### config.mk
export PLATFORM = sky130hd
export DESIGN_NAME = dac_sample_sched
export DESIGN_NICKNAME = d
export VERILOG_FILES = /design/src/rtl/dac_sample_sched.sv
export SDC_FILE = /design/constraint.sdc
export NUM_CORES = 1
export LEC_CHECK = 0
export BUFFER_PORTS_ARGS = -buffer_cell sky130_fd_sc_hd__buf_2
export CAP_MARGIN = 20
export CORE_MARGIN = 2
export CORE_UTILIZATION = 50
export DETAILED_ROUTE_END_ITERATION = 16
export GPL_TIMING_DRIVEN = 0
export HOLD_SLACK_MARGIN = 0.06
export PLACE_DENSITY_LB_ADDON = 0.15
export SYNTH_ARGS = -nofsm -noshare
export SYNTH_HDL_FRONTEND = slang
export SYNTH_SLANG_ARGS = --single-unit
### constraint.sdc
create_clock -name clk -period 2.2 [get_ports clk]
set_input_delay 0.44 -clock clk [delete_from_list [all_inputs] [get_ports clk]]
set_output_delay 0.44 -clock clk [all_outputs]
set_load 0.02 [all_outputs]
### src/rtl/dac_sample_sched.sv
// dac_sample_sched: per-period duty-cycle fetch from CPU handshake or FIFO, applied at PWM period wrap.
// On FIFO underrun the last duty cycle is held, or midscale is output instead, and the event is counted.
module dac_sample_sched #(
    parameter int WIDTH         = 12,
    parameter int PERIOD        = 4096,
    parameter int UNDERRUN_HOLD = 1
) (
    input  logic             clk,
    input  logic             rst,
    input  logic             dac_source,
    input  logic             req,
    input  logic [WIDTH-1:0] rv_duty_cycle,
    output logic             ack,
    input  logic             fifo_empty,
    output logic             fifo_r_en,
    input  logic [WIDTH-1:0] fifo_r_data,
    input  logic             clr_underrun,
    output logic [WIDTH-1:0] duty_cycle,
    output logic             period_start,
    output logic             underrun,
    output logic [15:0]      underrun_count
);
    localparam int CW = PERIOD > 1 ? $clog2(PERIOD) : 1;
    localparam logic [CW-1:0] P4 = CW'(PERIOD - 4);
    localparam logic [CW-1:0] P3 = CW'(PERIOD - 3);
    localparam logic [CW-1:0] P1 = CW'(PERIOD - 1);
    localparam logic [WIDTH-1:0] MID = {1'b1, {(WIDTH-1){1'b0}}};

    typedef enum logic [1:0] {IDLE, FETCH, CAPTURE} state_t;

    state_t            state;
    logic [CW-1:0]     cnt;
    logic              src_q, rd_q, ur_q;
    logic [WIDTH-1:0]  staged, cpu_pending;
    logic              ur_evt;

    assign ur_evt = (state == FETCH) && ur_q;

    // The source/read decision is registered one cycle early so the read strobe is
    // high while cnt==PERIOD-3 and its data lands in time for FETCH.
    always_ff @(posedge clk or posedge rst) begin
        if (rst) begin
            state          <= IDLE;
            cnt            <= '0;
            src_q          <= 1'b0;
            rd_q           <= 1'b0;
            ur_q           <= 1'b0;
            staged         <= '0;
            cpu_pending    <= '0;
            ack            <= 1'b0;
            fifo_r_en      <= 1'b0;
            duty_cycle     <= '0;
            period_start   <= 1'b0;
            underrun       <= 1'b0;
            underrun_count <= '0;
        end else begin
            cnt          <= cnt == P1 ? '0 : cnt + 1'b1;
            period_start <= cnt == P1;
            fifo_r_en    <= 1'b0;
            underrun     <= 1'b0;
            if (req && !ack) begin
                cpu_pending <= rv_duty_cycle;
                ack         <= 1'b1;
            end else if (!req && ack) begin
                ack <= 1'b0;
            end
            if (clr_underrun)
                underrun_count <= {15'b0, ur_evt};
            else if (ur_evt && underrun_count != 16'hFFFF)
                underrun_count <= underrun_count + 16'd1;
            case (state)
                IDLE: begin
                    if (cnt == P4) begin
                        src_q     <= dac_source;
                        fifo_r_en <= dac_source && !fifo_empty;
                        rd_q      <= dac_source && !fifo_empty;
                        ur_q      <= dac_source && fifo_empty;
                    end
                    if (cnt == P3) begin
                        if (!src_q)
                            staged <= cpu_pending;
                        state <= FETCH;
                    end
                end
                FETCH: begin
                    if (rd_q)
                        staged <= fifo_r_data;
                    if (ur_q) begin
                        staged   <= UNDERRUN_HOLD != 0 ? duty_cycle : MID;
                        underrun <= 1'b1;
                    end
                    state <= CAPTURE;
                end
                CAPTURE: begin
                    duty_cycle <= staged;
                    state      <= IDLE;
                end
                default: state <= IDLE;
            endcase
        end
    end
endmodule

== After elaboration in Yosys (flattened, before gate mapping) ==
Index checks and enable logic that the tools add are counted.

* Add/sub/neg operators: 2
* Equal/unequal tests: 9
* Muxes and demuxes: 16
* Reduce and logical (&&, ||, !) cells: 15

{| class="wikitable"
|+ Operators by type and width
! cell !! number
|-
| 2-to-1 mux 12 bit || 5
|-
| equality test 12 bit (second input constant) || 3
|-
| 2-to-1 mux 16 bit || 2
|-
| case mux 12 bit (2 select lines) || 1
|-
| adder 16 x 1 -> 16 bit (second input constant) || 1
|-
| inequality test 16 bit (second input constant) || 1
|-
| adder 12 x 1 -> 12 bit (second input constant) || 1
|-
| logical AND 1 bit || 6
|-
| 2-to-1 mux 1 bit || 6
|-
| nonzero test 2 bit || 3
|-
| inequality test 2 bit (second input constant) || 2
|-
| case mux 2 bit (2 select lines) || 1
|-
| AND reduction 4 bit || 1
|-
| logical NOT 1 bit || 3
|-
| inequality test 3 bit (second input constant) || 1
|-
| equality test 2 x 1 -> 1 bit (second input constant) || 1
|-
| equality test 2 bit (second input constant) || 1
|-
| logical NOT 2 bit || 1
|-
| 2-to-1 mux 2 bit || 1
|-
| AND reduction 2 bit || 1
|}

* Register bits after elaboration: 73
* Bits of input ports: 30
* Output and inout bits: 32

== Longest topological paths before layout ==
* Depth in word-level cells: 5
* Depth in mapped cells: 7
* Mapped depth without buffers: 6

== Worst setup path before layout ==
Ideal clock, no wire load.

* Path type: reg-to-reg
* From: register underrun_count[0]
* To: register underrun_count[14]
* Setup time: 0.136 ns
* Arrival: 1.739 ns
* Data required time: 2.064 ns
* Setup slack: 0.325 ns
* Stages on the path, launching flop included: 7
* Cell sequence: dfrtp_1 > ha_1 > nand4_1 > buf_2 > or3_1 > o311ai_1 > o41ai_1

* Cells in the longest elaborated chain, start to end: 3

{| class="wikitable"
|+ Ends and longest elaborated chain
! what !! line !! RTL
|-
| from (decl) || 21 || <nowiki>output logic [15:0] underrun_count</nowiki>
|-
| from (signal assigned) || 68 || <nowiki>underrun_count <= {15'b0, ur_evt};</nowiki>
|-
| from (signal assigned) || 70 || <nowiki>underrun_count <= underrun_count + 16'd1;</nowiki>
|-
| adder 16 x 1 -> 16 bit or inequality test 16 bit (tied branches) || 70, 69 ||
|-
| 2-to-1 mux 16 bit or logical AND 1 bit (tied branches) || 69 || <nowiki>else if (ur_evt && underrun_count != 16'hFFFF)</nowiki>
|-
| 2-to-1 mux 16 bit or nonzero test 2 bit (tied branches) || n/a ||
|}

Several ways; a longest one is shown, not always the timed one. The select of a mux whose other input is x is not followed.
A chain may end at the register's enable or synchronous reset.

== Worst setup path after layout ==
Same ends and word-level chain as after synthesis.

==> impl_metrics.csv <==
group,metric,value,unit
outcome,status,"finished clean",
clocking,cts_buffers,9,
drt,vias,2665,
global_route,overflow,0,
sta,finalHoldViolCount,0,
critical_path,critPathMaxFanout,10,
sta,worst-slew-pin-transition,0.8058,ns
yosys,ys_seq_elements,73,
yosys,ys_warn_count,0,
critical_path,required,2.42,ns
sta,slew_violations,0,
yosys,ys.flop_type,"dfrtp_1",
drt,drc,0,
global_route,grt_usage,19.94,%
sta,relSlewSlack,46.17,%
yosys,avgSynthCellArea,11.28,µm²
clocking,insertion_delay,0.34,ns
critical_path,cp.arrival,2.17,ns
sta,tns,0,ns
finish,syn_to_final_growth,17.33,%
critical_path,reg2reg_from,"underrun_count[0]",
drt,first_pass_iters,4,
clocking,clkTransAtPathRegs,0.08,ns
yosys,synth_edf_count,0,
sta,fmax,512.6,MHz
clocking,ctsRootBufferMaster,"clkbuf_8",
floorplan,num_rows,30,
place,io_buffers,61,
global_route,antenna_found_initial,0,
clocking,ctsHtreeMaxLevel,3,
floorplan,die_width,88.02,µm
sta,setup_violations,0,
clocking,ctsHoldBuffers,0,
pwr,peakVddDrop,0.5346,mV
yosys,yosysUniqueCellTypes,50,
global_route,grt_pass1_wl,12090,µm
sta,fin_ws,0.2492,ns
place,pre_cts_slack,0.2092,ns
critical_path,timing.rr.end,"underrun_count[14]",
yosys,synth_top_area_share,51.75,%
floorplan,ios,62,
finish,finalNetCount,421,
sta,fin_crit,1.951,ns
yosys,synth.top_cells.by_count,"dfrtp_1 (73), o21ai_0 (36), mux2_2 (28)",
drt,antenna_left,0,
critical_path,criticalPathCategory,"reg2reg",
yosys,synthCells,313,
sta,fin_skew,0.01051,ns
yosys,synth.cell_area,3530,µm²
min_path,hp-class,"in2async",
clocking,cts_tree,"done",
critical_path,ff2ff_path_depth,6,
yosys,yosysSeqAreaShare,51.75,%
finish,antenna_cells,0,
floorplan,design.core.area,6832,µm²
pwr,leakagePower,0.001982,µW
clocking,post_cts_resized,0,
pwr,power_density,648.8,nW/µm²
yosys,syn_nets,348,
drt,wirelength,7042,µm
critical_path,cp-end-kind,"flip-flop",
yosys,ys_top_cells_by_area,"dfrtp_1 (52%), mux2_2 (8.9%), o21ai_0 (5.1%)",
floorplan,die_h,88.02,µm
clocking,cts.sinks,73,
drt,drtIter0Drc,114,
finish,drive_gt1_share,32.05,%
critical_path,r2r_slack,0.25,ns
place,dp_hpwl,4956,µm
critical_path,crit_start,"underrun_count[0]",
drt,vias_per_cell,5.484,
sta,min_period_over_period,88.67,%
yosys,yosysMostFrequentCell,"dfrtp_1",
run,max_cap_violations,0,
floorplan,dieArea,7748,µm²
floorplan,floorplan.initialDensity,51.67,%
yosys,synth_top_cell_by_area,"dfrtp_1",
yosys,async_flop_share,100.0,%
global_route,grt_max_degree,38,
critical_path,endpoint,"underrun_count[14]",
clocking,cts_buffer_depth,2,
global_route,grt_pass1_vias,2601,
critical_path,startpoint_type,"flip-flop",
sta,rsz0062_at_grt,"false",
drt,wire_per_inst,14.49,µm
place,globalplace.congestion,0.7328,
==> where the power goes <==
group          internal (µW)  switching [µW]
sequential              1440            51.7
clock                    432             474
combinational            156             129
==> how the worst min path moves through the flow <==
stage	to	cells past startpoint	slack, ns
detailed placement	cnt[10]	1	0.47
floorplan	cnt[10]	1	0.45
global route	ack	2	0.30
finish	ack	2	0.24
CTS	ack	2	0.27
global placement	cnt[10]	1	0.47
==> critical path: stages (launching register included) <==
cell      delay, ns
dfrtp_1        0.47
ha_1           0.23
nand4_1        0.20
buf_2          0.25
or3_1          0.34
o311ai_1       0.23
o41ai_1        0.12
==> flip-flops by register name (all words and copies together) (netlist names) <==
signal	flops
underrun_count	16
cnt	12
cpu_pending	12
duty_cycle	12
staged	12
state	2
ack	1
fifo_r_en	1
period_start	1
rd_q	1
src_q	1
underrun	1
ur_q	1
==> what timing repair did <==
| item | CTS | global route |
|---|---|---|
| setup endpoints to repair | 0 | 1 |
| buffers inserted | 0 | 0 |
| endpoints found under the hold margin | 0 | 0 |
==> cells in the final DEF (no fill, tap or decap), drive strengths merged, types with 5 or more instances in the layout <==
master,n
nand4,9
nand2,23
ha,5
and3,5
a21oi,11
mux2,28
mux2i,14
buf,71
dfrtp,73
or3,6
or4,6
nor2,6
o21ai,42
inv,8
clkbuf,19
nand3,7
o31ai,6
==> logic make-up (layout without fill, tap and decap cells) <==
family	Yosys count	in the layout	share of synthesized area [%]
AOI/OAI and AO/OA	72	72	12.09
xor gates and xnor gates	8	8	1.985
adders and majority gates	5	5	1.772
buffers and inverters	26	103	3.580
DFF	73	73	51.75
muxes	42	42	12.90
and+or+nand+nor	87	87	15.92
==> metrics by stage <==
| step | utilization, % | hold slack (ns) | total power [µW] | instance area (µm²) | std cells |
|---|---|---|---|---|---|
| 2_1_floorplan | - | 0.4463 | 1720 | 3533 | 313 |
| 3_3_place_gp | 57.95 | 0.4714 | 1795 | 3959 | 470 |
| 3_5_place_dp | 58.24 | 0.4673 | 1818 | 3979 | 471 |
| 4_1_cts | 60.62 | 0.2677 | 2724 | 4141 | 486 |
| 5_1_grt | 60.62 | 0.3001 | 2824 | 4141 | 486 |
| 6_report | 60.62 | 0.2436 | 2687 | 4141 | 486 |
==> routing by layer <==
metal	wire length (µm)	up-vias	track usage [%]	part of all wire [%]
met1	3236	1298	26.44	46
met4	113	0	8.402	1.6
met3	274	9	3.487	3.9
met2	3417	62	32.44	49
met5	0	-	0	0
li1	-	1296	-	-
==> cell type report <==
class | instances | area [µm²]
fill | 600 | 2690
clock inverter | 3 | 17.52
clock buffer | 12 | 145.1
sequential | 73 | 1827
inverter | 10 | 46.29
timing repair buffer | 62 | 325.3
multi-input combinational | 214 | 1577
tap | 96 | 120.1
buffer | 16 | 83.83
Power figures use the tool's default switching activity.
